--- src/rtl/pe_operand_feeder.sv ---
// -----------------------------------------------------------------------------
// pe_operand_feeder
//   Producer side of the PE operand interface. Buffers (weight, activation)
//   pairs from the operand loader in a small FIFO and streams exactly i_len of
//   them into one pe MAC, one pair per cycle. Zeros are driven to the PE on
//   every cycle that carries no pair, so the PE accumulator is left unchanged.
//   o_done tells the result reader that the PE result is final.
//
// Configuration macro:
//   FEEDER_ZERO_SKIP_EN - when defined, a popped pair whose weight or
//                         activation is zero still counts toward the vector
//                         length but is issued as a bubble (o_pe_valid=0,
//                         data 0). o_last still marks the final slot.
//
// Ports:
//   clk           in   system clock, rising edge
//   reset         in   asynchronous active-high reset
//   i_start       in   start a vector (sampled only in IDLE)
//   i_len         in   pairs in the vector, latched on accepted i_start
//   i_valid       in   upstream pair valid
//   i_weight      in   upstream weight
//   i_activation  in   upstream activation
//   o_ready       out  FIFO can accept a pair (not full)
//   o_weight      out  weight to pe, 0 when not issuing
//   o_activation  out  activation to pe, 0 when not issuing
//   o_pe_valid    out  outputs carry a real pair this cycle
//   o_last        out  final pair slot of the vector is on the outputs
//   o_busy        out  FSM not IDLE
//   o_done        out  one-cycle pulse, vector complete
// -----------------------------------------------------------------------------
module pe_operand_feeder #(
  parameter int WEIGHT_W = 4,
  parameter int ACT_W    = 8,
  parameter int DEPTH    = 8,
  parameter int LEN_W    = 8
) (
  input  logic                clk,
  input  logic                reset,
  input  logic                i_start,
  input  logic [LEN_W-1:0]    i_len,
  input  logic                i_valid,
  input  logic [WEIGHT_W-1:0] i_weight,
  input  logic [ACT_W-1:0]    i_activation,
  output logic                o_ready,
  output logic [WEIGHT_W-1:0] o_weight,
  output logic [ACT_W-1:0]    o_activation,
  output logic                o_pe_valid,
  output logic                o_last,
  output logic                o_busy,
  output logic                o_done
);

  localparam int AW = $clog2(DEPTH);

  typedef enum logic [1:0] {
    ST_IDLE = 2'd0,
    ST_RUN  = 2'd1,
    ST_DONE = 2'd2
  } state_t;

  // FIFO storage and pointers (extra MSB is the wrap bit)
  logic [WEIGHT_W-1:0] w_mem_r [DEPTH];
  logic [ACT_W-1:0]    a_mem_r [DEPTH];
  logic [AW:0]         wr_ptr_r;
  logic [AW:0]         rd_ptr_r;
  logic                full_s;
  logic                empty_s;
  logic                push_s;
  logic                pop_s;
  logic [WEIGHT_W-1:0] rd_w_s;
  logic [ACT_W-1:0]    rd_a_s;

  // Sequencer
  state_t              state_r;
  state_t              state_nxt_s;
  logic [LEN_W-1:0]    len_r;
  logic [LEN_W-1:0]    len_nxt_s;
  logic [LEN_W-1:0]    cnt_r;
  logic [LEN_W-1:0]    cnt_nxt_s;
  logic [LEN_W-1:0]    cnt_inc_s;
  logic                last_pop_s;
  logic                issue_s;

  // Registered outputs
  logic [WEIGHT_W-1:0] o_weight_r;
  logic [ACT_W-1:0]    o_activation_r;
  logic                o_pe_valid_r;
  logic                o_last_r;
  logic                o_busy_r;
  logic                o_done_r;

`ifdef FEEDER_ZERO_SKIP_EN
  // A pair with either operand zero contributes nothing to the MAC.
  function automatic logic pair_is_zero(input logic [WEIGHT_W-1:0] w,
                                        input logic [ACT_W-1:0]    a);
    return (w == {WEIGHT_W{1'b0}}) || (a == {ACT_W{1'b0}});
  endfunction
`endif

  // Full when the index bits match but the wrap bits differ.
  assign full_s  = (wr_ptr_r[AW] != rd_ptr_r[AW]) &&
                   (wr_ptr_r[AW-1:0] == rd_ptr_r[AW-1:0]);
  assign empty_s = (wr_ptr_r == rd_ptr_r);
  // No push-through when full: a same-cycle pop does not free a slot for the push.
  assign push_s  = i_valid && !full_s;
  assign rd_w_s  = w_mem_r[rd_ptr_r[AW-1:0]];
  assign rd_a_s  = a_mem_r[rd_ptr_r[AW-1:0]];
  assign cnt_inc_s = cnt_r + {{(LEN_W-1){1'b0}}, 1'b1};

  // FIFO data storage (data needs no reset; pointers decide validity)
  always_ff @(posedge clk) begin
    if (push_s) begin
      w_mem_r[wr_ptr_r[AW-1:0]] <= i_weight;
      a_mem_r[wr_ptr_r[AW-1:0]] <= i_activation;
    end
  end

  // FIFO pointer update
  always_ff @(posedge clk or posedge reset) begin
    if (reset) begin
      wr_ptr_r <= {(AW+1){1'b0}};
      rd_ptr_r <= {(AW+1){1'b0}};
    end else begin
      if (push_s) begin
        wr_ptr_r <= wr_ptr_r + {{AW{1'b0}}, 1'b1};
      end
      if (pop_s) begin
        rd_ptr_r <= rd_ptr_r + {{AW{1'b0}}, 1'b1};
      end
    end
  end

  // Next-state, length latch, pop and pair-count decisions
  always_comb begin
    state_nxt_s = state_r;
    len_nxt_s   = len_r;
    cnt_nxt_s   = cnt_r;
    pop_s       = 1'b0;
    last_pop_s  = 1'b0;
    case (state_r)
      ST_IDLE: begin
        if (i_start) begin
          if (i_len != {LEN_W{1'b0}}) begin
            len_nxt_s   = i_len;
            cnt_nxt_s   = {LEN_W{1'b0}};
            state_nxt_s = ST_RUN;
          end else begin
            state_nxt_s = ST_DONE;
          end
        end else begin
          state_nxt_s = ST_IDLE;
        end
      end
      ST_RUN: begin
        // An empty FIFO is a bubble: nothing popped, count holds.
        if (!empty_s) begin
          pop_s     = 1'b1;
          cnt_nxt_s = cnt_inc_s;
          if (cnt_inc_s == len_r) begin
            last_pop_s  = 1'b1;
            state_nxt_s = ST_DONE;
          end else begin
            state_nxt_s = ST_RUN;
          end
        end else begin
          state_nxt_s = ST_RUN;
        end
      end
      ST_DONE: begin
        state_nxt_s = ST_IDLE;
      end
      default: begin
        state_nxt_s = ST_IDLE;
      end
    endcase
  end

  // Decide whether the popped pair is actually presented to the PE
  always_comb begin
    issue_s = pop_s;
`ifdef FEEDER_ZERO_SKIP_EN
    if (pop_s && pair_is_zero(rd_w_s, rd_a_s)) begin
      issue_s = 1'b0;
    end else begin
      issue_s = pop_s;
    end
`endif
  end

  // FSM state, length and count registers
  always_ff @(posedge clk or posedge reset) begin
    if (reset) begin
      state_r <= ST_IDLE;
      len_r   <= {LEN_W{1'b0}};
      cnt_r   <= {LEN_W{1'b0}};
    end else begin
      state_r <= state_nxt_s;
      len_r   <= len_nxt_s;
      cnt_r   <= cnt_nxt_s;
    end
  end

  // Output registers: a pair popped at an edge appears right after that edge.
  // o_done is delayed from the DONE state so it lands one cycle after o_last,
  // i.e. once the PE has accumulated the final product.
  always_ff @(posedge clk or posedge reset) begin
    if (reset) begin
      o_weight_r     <= {WEIGHT_W{1'b0}};
      o_activation_r <= {ACT_W{1'b0}};
      o_pe_valid_r   <= 1'b0;
      o_last_r       <= 1'b0;
      o_busy_r       <= 1'b0;
      o_done_r       <= 1'b0;
    end else begin
      o_weight_r     <= issue_s ? rd_w_s : {WEIGHT_W{1'b0}};
      o_activation_r <= issue_s ? rd_a_s : {ACT_W{1'b0}};
      o_pe_valid_r   <= issue_s;
      o_last_r       <= last_pop_s;
      o_busy_r       <= (state_nxt_s != ST_IDLE);
      o_done_r       <= (state_r == ST_DONE);
    end
  end

  assign o_ready      = !full_s;
  assign o_weight     = o_weight_r;
  assign o_activation = o_activation_r;
  assign o_pe_valid   = o_pe_valid_r;
  assign o_last       = o_last_r;
  assign o_busy       = o_busy_r;
  assign o_done       = o_done_r;

endmodule

--- config.mk ---
export PLATFORM = sky130hd
export DESIGN_NAME = pe_operand_feeder
export DESIGN_NICKNAME = d
export VERILOG_FILES = /design/src/rtl/pe_operand_feeder.sv
export SDC_FILE = /design/constraint.sdc
export NUM_CORES = 1
export LEC_CHECK = 0
export BUFFER_PORTS_ARGS = -buffer_cell sky130_fd_sc_hd__buf_2
export CORE_UTILIZATION = 45
export CTS_CLUSTER_SIZE = 24
export DETAILED_ROUTE_END_ITERATION = 12
export HOLD_SLACK_MARGIN = 0.12
export PLACE_DENSITY_LB_ADDON = 0.05
export SETUP_SLACK_MARGIN = 0.1
export SYNTH_ARGS = -nofsm -noshare
export SYNTH_HDL_FRONTEND = slang
export SYNTH_SLANG_ARGS = --single-unit
--- constraint.sdc ---
create_clock -name clk -period 3.06 [get_ports clk]
set_input_delay 0.612 -clock clk [delete_from_list [all_inputs] [get_ports clk]]
set_output_delay 0.612 -clock clk [all_outputs]
set_load 0.01 [all_outputs]
==> results of run 1 <==
==> power by group through the flow <==
stage          registers [uW]  logic (uW)  clock network, uW
4_1_cts                  2700        2170               1850
3_5_place_dp             2730        2160                  0
6_report                 2700        2120               1810
3_3_place_gp             2720        2150                  0
5_1_grt                  2740        2350               1920
2_1_floorplan            2680        1620                  0
==> kinds of logic after synthesis <==
kind of cell / Yosys count / share of synthesized area (%)
compound gates: 24 / 3.25
buf+inv: 19 / 1.74
fa+ha+maj: 4 / 0.857
xor+xnor: 21 / 3.31
mux: 37 / 12.1
flops: 138 / 70.9
simple gates: 94 / 7.89
==> worst paths after layout <==
check                                       endpoint  cells after the start  slack (ns)                     from
min reg2reg                     len_r[6]$_DFFE_PP0P_                      2        0.50     len_r[6]$_DFFE_PP0P_
max reg2reg                  w_mem_r[6][1]$_DFFE_PP_                      5        0.73  wr_ptr_r[0]$_DFFE_PP0P_
max in group asynchronous    rd_ptr_r[0]$_DFFE_PP0P_                      2        2.00                    reset
min                        o_activation[2]$_DFF_PP0_                      2        0.40                    reset
min in group clk                len_r[6]$_DFFE_PP0P_                      3        0.40                 i_len[6]
max                                          o_ready                      3        0.60  wr_ptr_r[0]$_DFFE_PP0P_
==> cells in the final DEF (no fill, tap or decap), drive strengths merged, types with 2 or more instances in the layout <==
master    Yosys  layout
nor2b         3       3
clkbuf        4      21
o31ai         2       2
o21ai        11      11
nand2b        3       3
dfrtp        42      42
xnor2        12      12
nand3        11      11
clkinv        0       6
clkinvlp      0       3
or4           3       3
mux2i        12      12
mux4         24      24
nand4         2       2
nor3          3       3
edfxtp       96      96
ha            3       3
buf          11      55
and3          2       2
nand2        34      34
xor2          9       9
nor2         28      28
inv           4       4
o2bb2ai       2       2
==> metal layers <==
metal  share of wire [%]  up-vias  wire [um]
met5                   0        -          0
met1                  47     1495       4910
met4                 2.0        0        211
met2                  48       45       5040
met3                 3.0       17        315
li1                    -     1391          -
==> final cells by class <==
| class | instances | area share (%) |
|---|---|---|
| inverters | 4 | 0.231 |
| clock inverters | 10 | 1.21 |
| repair buffers | 55 | 4.81 |
| flip-flops and latches | 138 | 60.6 |
| multi-input cells | 180 | 23.6 |
| clock buffers | 21 | 6.78 |
| well taps | 147 | 2.83 |
==> registers in the layout, summed over array words and instances, names as in the netlist <==
| name | cells |
|---|---|
| state_r | 2 |
| o_busy | 1 |
| o_done | 1 |
| a_mem_r | 64 |
| o_activation | 8 |
| w_mem_r | 32 |
| wr_ptr_r | 4 |
| o_pe_valid | 1 |
| cnt_r | 8 |
| o_last | 1 |
| len_r | 8 |
| o_weight | 4 |
| rd_ptr_r | 4 |
==> worst max-delay path, stage by stage (launching register included) <==
cell and delay [ns]:
dfrtp_1 0.48, xor2_1 0.25, or4_4 0.54, buf_2 0.17
==> stage by stage <==
stage / hold WS, ns / util [%] / std cells / power (uW)
2_1_floorplan: 0.460 / - / 337 / 4300
3_3_place_gp: 0.487 / 49.8 / 524 / 4870
3_5_place_dp: 0.493 / 49.8 / 524 / 4890
4_1_cts: 0.390 / 54.1 / 555 / 6720
5_1_grt: 0.410 / 54.1 / 555 / 7010
6_report: 0.399 / 54.1 / 555 / 6630
==> flow_summary.toml, run 1 <==
[timing]
tightest_slew_ns = 0.929
finalWorstSetupSlack_ns = 0.602
finalCritPeriodShare_pct = 80.3
fmax_mhz = 407
layout_min_cycle_time_ns = 2.46
relSlewSlack_pct = 38.0
finalHoldViolCount = 0
fin_setup_tns_ns = 0
setup_violations = 0
fin_skew_ns = 0.00793
rsz0062_at_grt = "false"
slew_viol_final = 0

[final_layout]
final_area_um2 = 6500
multi_input_area_um2 = 1530
fillCellCount = 1014
layout-drive-gt1-share_pct = 28.2
register_area_um2 = 3940
diodes = 0
syn_to_final_growth_pct = 17.0
nets = 423

[clock_network]
clockRootBuffer = "clkbuf_16"
ctsHoldBuffers = 0
cts_tree = "yes"
cts_sinks = 138
cts_resized = 0
cts_setup_buffers = 0
clkLatencyLatePin_ns = 0.42
cts_buffers = 17
cts_buffer_depth = 2
htree_num_levels = 4
clk_pin_slew_ns = 0.06

[die]
io_pins = 41
fp.dieH_um = 113
start_util_pct = 46.2
rows = 40
die_w_um = 113
core_area_um2 = 12000
die_area_um2 = 12800

[global_routing]
grt-busiest-layer = "met2"
grt_pass1_wl_um = 16500
grt-ovfl-total = 0
grt_pass1_vias = 3051
grt_max_degree = 43
grt_use_met1_pct = 23.8
track_usage_pct = 18.4
met2_usage_pct = 29.1
antenna_found_initial = 0
grt_use_met3_pct = 4.87

[logic_synthesis]
synthCells = 337
syn_avg_cell_area_um2 = 16.5
synth_seq_cells = 138
ys_types = 46
synth_warnings = 0
synth_area_leaders = "edfxtp_1, dfrtp_1, mux4_2"
synth_commonest_cells = "edfxtp_1, dfrtp_1, nand2_1"
synth_seq_area_share_pct = 70.9
async_flop_share_pct = 30.4
synth_enable_flop_cells = 96
synth_flop_cell = "edfxtp_1"
syn_area_um2 = 5550
synth.top_cell.area_share_pct = 51.9
synth_largest_area_cell = "edfxtp_1"
yosysMostFrequentCell = "edfxtp_1"
syn-num-nets = 364

[route]
vias_per_cell = 5.31
drt_pre_antenna_iters = 4
antenna_left = 0
via_count = 2948
wirelength_um = 10500
drcViolationCount = 0
post_drt_wl_per_cell_um = 18.9
drt_iter0_markers = 114

[place]
placed_area_um2 = 5980
dp_hpwl_um = 6480
gp_congestion = 0.751
post-place-ws_ns = 0.737
port_buffers = 40

[power_and_ir_drop]
power_frac_comb_pct = 32.0
p_leak_uw = 0.00245
swShare_pct = 32.2
peakVddDrop_v = 0.000600
power_frac_seq_pct = 40.7
p_switching_uw = 2130
power_per_cell_area_nw_per_um2 = 1020
clkPwrFrac_pct = 27.3
power.internal_uw = 4500

[setup_path]
crit_fanout = 8
cp-end-kind = "primary output"
cp.arrival_ns = 1.85
worstSetupStartpointType = "flip-flop"
crit_required_ns = 2.45
crit_type = "flip-flop to primary output"

[min_path]
hp-class = "primary input to async pin"

[job]
max_cap_violations = 0

[status]
outcome = "complete, no violations"
No activity file was read; power rests on OpenSTA's default activity.
==> run 2: changes to the inputs <==
clock period = 2.1 ns   (was 3.06 ns; I/O delays follow)
==> run 2 against run 1 <==
Net effect: the run now ends with setup timing left; via count is 3.3% higher; cell count grew 5.4%; sequential cell count is the same; combinational power up 90%; die area unchanged; count of clock-buffer cells in the layout down 3; largest power group is now combinational logic.
==> flow_summary.toml, run 2 (synthesis gave the netlist of run 1 again) <==
[die]
rows = 40
die_w_um = 113
io_pins = 41
start_util_pct = 46.2
core_area_um2 = 12000
fp.dieH_um = 113
die_area_um2 = 12800

[power_and_ir_drop]
p_leak_uw = 0.00269
power_frac_seq_pct = 36.4
peakVddDrop_v = 0.000705
swShare_pct = 32.2
power.internal_uw = 7290
power_per_cell_area_nw_per_um2 = 1520
p_switching_uw = 3460
power_uw = 10800
power_frac_comb_pct = 37.5
clkPwrFrac_pct = 26.1

[final_layout]
syn_to_final_growth_pct = 27.7
layout-drive-gt1-share_pct = 36.1
fillCellCount = 942
final_cells = 585
layout_commonest_cell = "edfxtp_1"
final_cell_mix = "edfxtp_1, dfrtp_1, buf_2, nand2_1, mux4_2"
largest_register_ff_count = 64
final_area_um2 = 7090
diodes = 0
nets = 453

[timing]
tightest_slew_ns = 0.541
finalCritPeriodShare_pct = 108
finalHoldViolCount = 0
setup_violations = 49
finalWorstSetupSlack_ns = -0.162
fin_skew_ns = 0.00722
rsz0062_at_grt = "true"
fin_setup_tns_ns = -5.19
layout_min_cycle_time_ns = 2.26
relSlewSlack_pct = 64.0
fmax_mhz = 442
slew_viol_final = 0

[clock_network]
cts_sinks = 138
clk_pin_slew_ns = 0.06
htree_num_levels = 4
cts_tree = "yes"
clockRootBuffer = "clkbuf_16"
cts_buffer_depth = 2
clkLatencyLatePin_ns = 0.41
cts_buffers = 17

[status]
violations = "setup timing"
outcome = "complete, but fails checks"

[setup_path]
crit_slowest_cell = "or4_4"
cp_cell_sequence = "xor2_4 > or4_4 > buf_6 > buf_6 > nand2_4 > or2_4 > buf_6 > buf_6 > nor2_4 > clkbuf_16"
crit_fanout = 6
cp-end-kind = "flip-flop"
critical-path-top-delay-family = "simple AND/OR/NAND/NOR gates"
max_stage_delay_ns = 0.55
crit_type = "flip-flop to flip-flop"
worstSetupStartpointType = "flip-flop"
cp.arrival_ns = 2.43
cp_common_cell = "buf_6"
critPathBufInv = 5
crit_required_ns = 2.27

[global_routing]
grt-busiest-layer = "met2"
grt_pass1_wl_um = 17700
met2_usage_pct = 31.5
grt_use_met3_pct = 5.30
track_usage_pct = 19.4
grt_pass1_vias = 3162
antenna_found_initial = 0
grt_max_degree = 32
grt_use_met1_pct = 25.6
grt-ovfl-total = 0

[route]
vias_per_cell = 5.21
antenna_left = 0
drt_iter0_markers = 206
wirelength_um = 11400
drcViolationCount = 0
via_count = 3046
post_drt_wl_per_cell_um = 19.5
drt_pre_antenna_iters = 4

[place]
placed_cells = 534
port_buffers = 40
placed_area_um2 = 6150
gp_congestion = 0.767
post-place-ws_ns = -0.194
dp_hpwl_um = 7140

[min_path]
hp-class = "primary input to flip-flop"

[job]
max_cap_violations = 0
run 2: changes by cell type in the layout (fill, tap and decap cells not counted), moves of 3 or more:
cell	before	now
buf_12	0	6
buf_4	15	21
buf_6	0	14
clkbuf_1	4	1
clkbuf_16	17	21
nor2_1	28	22
nor2_4	0	5
xor2_1	9	6
run 2: area by class of cell:
type / count / area [um^2] / share of cell area [%]
Clock buffer: 18 / 429 / 6.05
Clock inverter: 13 / 129 / 1.82
Inverter: 4 / 15.0 / 0.212
Multi-Input combinational cell: 180 / 1650 / 23.3
Sequential cell: 138 / 3940 / 55.5
Tap cell: 147 / 184 / 2.59
Timing Repair Buffer: 85 / 741 / 10.4
run 2: repair_timing:
| action | CTS | global route |
|---|---|---|
| setup endpoints to repair | 84 | 100 |
| pin swaps | 5 | 10 |
| gates cloned | 1 | 3 |
| resized for setup | 8 | 19 |
| endpoints found under the hold margin | 30 | 0 |
| buffers inserted | 7 | 8 |
| hold buffers | 1 | 0 |
run 2: worst min-delay path: stages:
cell,delay (ns)
buf_2,0.08
nand2_1,0.04
nand2_1,0.05
run 2: per-layer routing:
metal / vias to the layer above / wire length (um)
met1: 1539 / 5310
met4: 0 / 49
li1: 1456 / -
met5: - / 0
met2: 47 / 5660
met3: 4 / 359
run 2: stage by stage:
stage / utilization [%] / hold slack (ns)
after floorplan: - / 0.460
after global placement: 51.2 / 0.480
after detailed placement: 51.2 / 0.490
after CTS: 57.1 / 0.204
after global routing: 59.0 / 0.222
final: 59.0 / 0.222
run 2: path summary, 6_finish.rpt:
| kind | from | endpoint | slack (ns) | cells past startpoint |
|---|---|---|---|---|
| max in group asynchronous | reset | len_r[0]$_DFFE_PP0P_ | 0.92 | 5 |
| setup reg to reg | wr_ptr_r[0]$_DFFE_PP0P_ | w_mem_r[5][2]$_DFFE_PP_ | -0.16 | 10 |
| hold reg to reg | cnt_r[7]$_DFFE_PP0P_ | cnt_r[7]$_DFFE_PP0P_ | 0.50 | 1 |
| setup / recovery | wr_ptr_r[0]$_DFFE_PP0P_ | w_mem_r[5][2]$_DFFE_PP_ | -0.16 | 10 |
| min in group asynchronous | reset | o_weight[2]$_DFF_PP0_ | 0.64 | 4 |
| hold / removal | i_len[5] | len_r[5]$_DFFE_PP0P_ | 0.22 | 3 |
run 2: power by group through the flow:
stage               sequential [uW]  clock [uW]  combinational, uW
floorplan                      3910           0               2540
detailed placement             3960           0               3630
CTS                            3920        2870               3820
global placement               3950           0               3590
global route                   3970        2980               4430
finish                         3910        2810               4030
